## src/rtl/tinytpu_pkg.sv

```systemverilog
// rtl/tinytpu_pkg.sv - shared sequencer state encoding, default sizes and stream length
// Optional feature macro: TINYTPU_SEQ_CTRL_PARITY_EN (adds one even-parity bit to the result stream).
package tinytpu_pkg;

  typedef enum logic [2:0] {
    ST_IDLE    = 3'd0,
    ST_LOAD    = 3'd1,
    ST_READY   = 3'd2,
    ST_CLEAR   = 3'd3,
    ST_COMPUTE = 3'd4,
    ST_TX      = 3'd5
  } seq_state_t;

  localparam int DEF_D_W   = 8;
  localparam int DEF_N     = 2;
  localparam int DEF_ACC_W = 2 * DEF_D_W;

`ifdef TINYTPU_SEQ_CTRL_PARITY_EN
  localparam int PARITY_BITS = 1;
`else
  localparam int PARITY_BITS = 0;
`endif

  // Number of tx_ready cycles for one result: all accumulators plus the optional parity bit.
  function automatic int stream_len(input int n, input int acc_w);
    return n * n * acc_w + PARITY_BITS;
  endfunction

endpackage

```

## src/rtl/tinytpu_skew_feed.sv

```systemverilog
// rtl/tinytpu_skew_feed.sv - diagonal wavefront selection of A rows and B columns
// Optional feature macro: TINYTPU_SEQ_CTRL_PARITY_EN (not used in this file).
module tinytpu_skew_feed
  import tinytpu_pkg::*;
#(
  parameter int D_W = DEF_D_W,
  parameter int N   = DEF_N,
  parameter int SCW = 2
) (
  input  logic                 i_en,
  input  logic [SCW-1:0]       i_step,
  input  logic [N*N*D_W-1:0]   i_buf_a,
  input  logic [N*N*D_W-1:0]   i_buf_b,
  output logic [N*D_W-1:0]     o_a_row,
  output logic [N*D_W-1:0]     o_b_col
);

  // Row i / column i lag the wavefront by i steps so A[i][k] meets B[k][j] at PE(i,j).
  always_comb begin
    o_a_row = '0;
    o_b_col = '0;
    if (i_en) begin
      for (int i = 0; i < N; i++) begin
        if ((int'(i_step) >= i) && ((int'(i_step) - i) < N)) begin
          o_a_row[i*D_W +: D_W] = i_buf_a[(i*N + int'(i_step) - i)*D_W +: D_W];
          o_b_col[i*D_W +: D_W] = i_buf_b[((int'(i_step) - i)*N + i)*D_W +: D_W];
        end
      end
    end
  end

endmodule

```

## src/rtl/tinytpu_seq_ctrl.sv

```systemverilog
// rtl/tinytpu_seq_ctrl.sv - serial load, skewed compute feed and serial result sequencer
// Optional feature macro: TINYTPU_SEQ_CTRL_PARITY_EN (appends an even-parity bit after the result bits).
module tinytpu_seq_ctrl
  import tinytpu_pkg::*;
#(
  parameter int D_W   = DEF_D_W,
  parameter int N     = DEF_N,
  parameter int ACC_W = 2 * D_W
) (
  input  logic                   clk,
  input  logic                   rst_n,
  input  logic                   data_in_x,
  input  logic                   data_in_y,
  input  logic                   load_en,
  input  logic                   init,
  output logic [N*D_W-1:0]       a_row,
  output logic [N*D_W-1:0]       b_col,
  output logic                   arr_clr,
  output logic                   arr_en,
  input  logic [N*N*ACC_W-1:0]   acc_in,
  output logic                   data_out_z,
  output logic                   tx_ready,
  output logic                   busy
);

  localparam int LOAD_BITS = N * N * D_W;
  localparam int RES_BITS  = N * N * ACC_W;
  localparam int TX_BITS   = stream_len(N, ACC_W);
  localparam int STEPS     = 3 * N - 2;
  localparam int LCW       = (LOAD_BITS > 1) ? $clog2(LOAD_BITS) : 1;
  localparam int TCW       = (TX_BITS > 1) ? $clog2(TX_BITS) : 1;
  localparam int SCW       = (STEPS > 1) ? $clog2(STEPS) : 1;

  seq_state_t           r_state;
  logic [LCW-1:0]       r_ld_cnt;
  logic [SCW-1:0]       r_step;
  logic [TCW-1:0]       r_tx_cnt;
  logic [LOAD_BITS-1:0] r_buf_a;
  logic [LOAD_BITS-1:0] r_buf_b;
  logic [RES_BITS-1:0]  r_snap;
  logic                 r_arr_clr;
  logic                 r_arr_en;
  logic                 r_tx_ready;
  logic                 r_busy;
`ifdef TINYTPU_SEQ_CTRL_PARITY_EN
  logic                 r_par;
`endif

  logic [LOAD_BITS-1:0] w_buf_a_next;
  logic [LOAD_BITS-1:0] w_buf_b_next;
  logic                 w_feed_en;
  logic                 w_tx_bit;

  // New bits enter at the top so the first bit received ends up at bit 0 (element 0, LSB).
  assign w_buf_a_next = {data_in_x, r_buf_a[LOAD_BITS-1:1]};
  assign w_buf_b_next = {data_in_y, r_buf_b[LOAD_BITS-1:1]};
  assign w_feed_en    = (r_state == ST_COMPUTE);

  tinytpu_skew_feed #(
    .D_W (D_W),
    .N   (N),
    .SCW (SCW)
  ) u_skew_feed (
    .i_en    (w_feed_en),
    .i_step  (r_step),
    .i_buf_a (r_buf_a),
    .i_buf_b (r_buf_b),
    .o_a_row (a_row),
    .o_b_col (b_col)
  );

`ifdef TINYTPU_SEQ_CTRL_PARITY_EN
  assign w_tx_bit = (r_tx_cnt == TCW'(RES_BITS)) ? r_par : r_snap[0];
`else
  assign w_tx_bit = r_snap[0];
`endif

  assign arr_clr    = r_arr_clr;
  assign arr_en     = r_arr_en;
  assign tx_ready   = r_tx_ready;
  assign busy       = r_busy;
  assign data_out_z = r_tx_ready & w_tx_bit;

  // Sequencer: load -> wait for init -> clear -> skewed compute -> snapshot -> serial transmit.
  always_ff @(posedge clk or negedge rst_n) begin
    if (!rst_n) begin
      r_state    <= ST_IDLE;
      r_ld_cnt   <= '0;
      r_step     <= '0;
      r_tx_cnt   <= '0;
      r_buf_a    <= '0;
      r_buf_b    <= '0;
      r_snap     <= '0;
      r_arr_clr  <= 1'b0;
      r_arr_en   <= 1'b0;
      r_tx_ready <= 1'b0;
      r_busy     <= 1'b0;
`ifdef TINYTPU_SEQ_CTRL_PARITY_EN
      r_par      <= 1'b0;
`endif
    end else begin
      case (r_state)
        ST_IDLE: begin
          if (load_en) begin
            r_buf_a  <= w_buf_a_next;
            r_buf_b  <= w_buf_b_next;
            r_ld_cnt <= LCW'(1);
            r_busy   <= 1'b1;
            r_state  <= ST_LOAD;
          end
        end
        ST_LOAD: begin
          // load_en low simply pauses; there is no timeout.
          if (load_en) begin
            r_buf_a <= w_buf_a_next;
            r_buf_b <= w_buf_b_next;
            if (r_ld_cnt == LCW'(LOAD_BITS - 1)) begin
              r_ld_cnt <= '0;
              r_state  <= ST_READY;
            end else begin
              r_ld_cnt <= r_ld_cnt + 1'b1;
            end
          end
        end
        ST_READY: begin
          if (init) begin
            r_arr_clr <= 1'b1;
            r_state   <= ST_CLEAR;
          end
        end
        ST_CLEAR: begin
          r_arr_clr <= 1'b0;
          r_arr_en  <= 1'b1;
          r_step    <= '0;
          r_state   <= ST_COMPUTE;
        end
        ST_COMPUTE: begin
          if (r_step == SCW'(STEPS - 1)) begin
            r_arr_en <= 1'b0;
            r_step   <= '0;
            r_state  <= ST_TX;
          end else begin
            r_step <= r_step + 1'b1;
          end
        end
        ST_TX: begin
          // First TX cycle only captures acc_in, which now includes the last compute step.
          if (!r_tx_ready) begin
            r_snap     <= acc_in;
            r_tx_ready <= 1'b1;
            r_tx_cnt   <= '0;
`ifdef TINYTPU_SEQ_CTRL_PARITY_EN
            r_par      <= 1'b0;
`endif
          end else if (r_tx_cnt == TCW'(TX_BITS - 1)) begin
            r_tx_ready <= 1'b0;
            r_tx_cnt   <= '0;
            r_snap     <= '0;
            r_busy     <= 1'b0;
            r_state    <= ST_IDLE;
          end else begin
            r_tx_cnt <= r_tx_cnt + 1'b1;
            r_snap   <= {1'b0, r_snap[RES_BITS-1:1]};
`ifdef TINYTPU_SEQ_CTRL_PARITY_EN
            r_par    <= r_par ^ r_snap[0];
`endif
          end
        end
        default: begin
          r_state <= ST_IDLE;
        end
      endcase
    end
  end

endmodule

```

## config.mk

```make
export PLATFORM = sky130hd
export DESIGN_NAME = tinytpu_seq_ctrl
export DESIGN_NICKNAME = d
export VERILOG_FILES = /design/src/rtl/tinytpu_pkg.sv /design/src/rtl/tinytpu_skew_feed.sv /design/src/rtl/tinytpu_seq_ctrl.sv
export SDC_FILE = /design/constraint.sdc
export NUM_CORES = 1
export LEC_CHECK = 0
export ABC_AREA = 1
export CAP_MARGIN = 20
export CORE_ASPECT_RATIO = 0.75
export CORE_MARGIN = 2
export CORE_UTILIZATION = 30
export CTS_CLUSTER_DIAMETER = 120
export DETAILED_ROUTE_END_ITERATION = 10
export GPL_TIMING_DRIVEN = 0
export MAX_ROUTING_LAYER = met4
export PLACE_DENSITY = 0.52
export REMOVE_ABC_BUFFERS = 1
export SLEW_MARGIN = 10
export SYNTH_ARGS = -nofsm -noshare
export SYNTH_HDL_FRONTEND = slang
export SYNTH_SLANG_ARGS = --single-unit
```

## constraint.sdc

```tcl
create_clock -name clk -period 1.6 [get_ports clk]
set_input_delay 0.24 -clock clk [delete_from_list [all_inputs] [get_ports clk]]
set_output_delay 0.24 -clock clk [all_outputs]
set_load 0.02 [all_outputs]
```

==> reports/qor.yml <==
routed_wirelength_um: 21000
place_hpwl_um: 10100
irDropWorstVdd_uv: 705
core-area_um2: 22900
async_reset_ff_share_pct: 100
relSlewSlack_pct: 61.4
path_class: "reg -> out"
hold_viol_final: 0
min_path_type: "in -> async"
finalCriticalPeriod_ns: 2.29
dieArea_um2: 24400
rsz0062_at_grt: "yes"
yosysMostFrequentCell: "nand2_1"
rrSetupSlack_ns: -0.07
clkTransAtPathRegs_ns: 0.06
power_density_nw_per_um2: 763
cp-end-kind: "primary output"
drt_first_iter_violations: 467
critPathLaunch: "r_step[0]$_DFFE_PN0P_"
skew_ns: 0.00923
n_fill_cell: 2180
outcome: "complete, but fails checks"
synth_top_area_cell: "dfrtp_1"
ys_seq_elements: 148
syn_to_final_growth_pct: 52.3
clockRootBuffer: "clkbuf_16"
r2r_cells: 11
io_pins: 107
drc: 0
ys_warn_count: 0
avgRoutedWirePerCell_um: 16.8
io_buffers: 106
dp.cells: 1142
netlist.area_leader.share_pct: 53.4
power_leakage_nw: 4.82
grt_pass1_vias: 5673
grt-ovfl-total: 0
setup_slack_ns: -0.687
crit_slowest_cell: "dfrtp_4"
stdcell_area_um2: 10600
startpoint_type: "flip-flop"
antenna_found_initial: 0
instances_no_fill: 1253
r2r_start: "r_step[0]$_DFFE_PN0P_"
drtPass1Iterations: 5
synth_common_cells: "nand2_1, dfrtp_1, nand3_1"
num_vias: 5982
final_core_util_pct: 46.2
synth.distinct_cells: 30
crit_arrival_ns: 2.05
grt_pass1_wl_um: 31600
synth_area_leaders: "dfrtp_1, nand2_1, nand3_1, a22oi_1, a22oi_2"
timing.final.crit_share_pct: 143
worst-slew-pin-transition_ns: 0.580
cts_buffer_depth: 2
violations: "negative setup slack"
finalSetupViolCount: 72
die_h_um: 136
routabilityCongestion: 0.719
avgSynthCellArea_um2: 8.85
synth_edf_count: 0
fmax_mhz: 437
nets: 1017
placed_cell_area_um2: 8210
cts.sinks: 148
track_usage_pct: 17.0
htreeDepth: 4
ys_seq_area_share_pct: 53.4
grt_max_degree: 87
setup-tns-final_ns: -17.60
drive_gt1_share_pct: 32.0
maxCapViolCount: 0
hold-worst-slack_ns: 0.349
rows: 48
cp_slowest_stage_delay_ns: 0.42
critPathMaxFanout: 8
synth_area_um2: 6940
die_x_um: 180
start_util_pct: 30.3
drv_slew: 0
cts_buffers: 17
clk-insertion-delay-late_ns: 0.42
routed_via_density: 4.77
cts_tree: "built"
r2r_end: "r_state[0]$_DFFE_PN0P_"
diodes: 0
synth_cells: 784
synth_ff_type: "dfrtp_1"
path_cells: "buf_12, clkinvlp_4, ha_4, nand2_8, or2_4, nor2_4, buf_6"
ant_nets: 0
required_ns: 1.36
-- cells by family (layout without fill, tap and decap cells) --
logic type | Yosys count | count (layout) | synth area share [%]
AO/OA/AOI/OAI | 167 | 167 | 15.9
XOR/XNOR | 2 | 2 | 0.252
adder cells (fa/ha/maj) | 6 | 6 | 1.08
buffers and inverters | 116 | 280 | 8.15
flip-flops | 148 | 148 | 53.4
AND/OR/NAND/NOR | 345 | 350 | 21.3
-- routing by layer --
metal / GRT usage, % / share of wire (%) / vias to the layer above
met2: 24.3 / 44 / 88
met3: 2.85 / 3.0 / 17
li1: - / - / 2939
met5: - / 0 / -
met1: 24.9 / 52 / 2938
met4: 4.20 / 0.98 / 0
-- timing repair --
item | in CTS | in global routing
endpoints found under the setup margin | 138 | 104
gates resized for setup | 234 | 158
hold buffers | 1 | 0
endpoints found under the hold margin | 70 | 0
gates cloned | 9 | 10
buffers inserted | 46 | 16
pin swaps | 18 | 56
-- cells in the final DEF (no fill, tap or decap), drive strengths merged --
master | Yosys | final
clkbuf | 12 | 29
a21oi | 21 | 21
nor4 | 8 | 8
dlygate4sd2 | 0 | 3
clkinv | 0 | 8
nand3 | 75 | 78
or2 | 1 | 1
clkinvlp | 0 | 4
o21ai | 80 | 80
o2bb2ai | 1 | 1
nand2 | 193 | 193
o22ai | 1 | 1
bufbuf | 0 | 2
ha | 6 | 6
nor2 | 67 | 69
dfrtp | 148 | 148
o22a | 1 | 1
bufinv | 0 | 2
xor2 | 2 | 2
buf | 42 | 103
inv | 62 | 60
a22oi | 63 | 63
clkdlybuf4s50 | 0 | 68
nand4 | 1 | 1
dlygate4sd3 | 0 | 1
-- registers in the layout, indices dropped and copies added, names as in the netlist --
| register | flops |
|---|---|
| r_snap | 64 |
| r_buf_a | 32 |
| r_buf_b | 32 |
| r_tx_cnt | 6 |
| r_ld_cnt | 5 |
| r_state | 3 |
| r_step | 2 |
| arr_clr | 1 |
| arr_en | 1 |
| busy | 1 |
| tx_ready | 1 |
-- power by group --
part	leakage (nW)	switching [mW]	internal (mW)
sequential	1.88	0.0191	3.77
combinational	2.66	0.133	0.179
clock	0.279	1.63	2.33
total	4.82	1.79	6.28
-- final cells by class --
cell class                 instances  area (um^2)  share of cell area (%)
timing repair buffer             187         2260                    21.3
clock buffer                      19          443                    4.19
inverter                          62          279                    2.64
tap                              300          375                    3.55
sequential                       148         3720                    35.2
multi-input combinational        525         3370                    31.9
clock inverter                    12          130                    1.23
-- critical path: cells and delay by family, from the launching register on --
family                     cells  cell delay, ns
DFF                            1            0.42
buffers and inverters          3            0.35
and+or+nand+nor                3            0.53
adders and majority gates      1            0.32
-- metrics by stage --
| step | power (mW) | setup slack (ns) |
|---|---|---|
| CTS | 8.16 | -0.740 |
| global placement | 4.15 | -6.19 |
| global route | 8.36 | -0.748 |
| detailed placement | 4.16 | -1.59 |
| floorplan | 3.88 | -1.58 |
| finish | 8.07 | -0.687 |
-- worst max-delay path by stage --
stage / end / slack, ns
after floorplan: r_snap[62]$_DFFE_PN0N_ / -1.58
after global routing: a_row[8] / -0.75
after global placement: r_snap[43]$_DFFE_PN0N_ / -6.19
final: a_row[13] / -0.69
after detailed placement: a_row[14] / -1.59
after CTS: a_row[14] / -0.74
(Power assumes the default switching activity.)
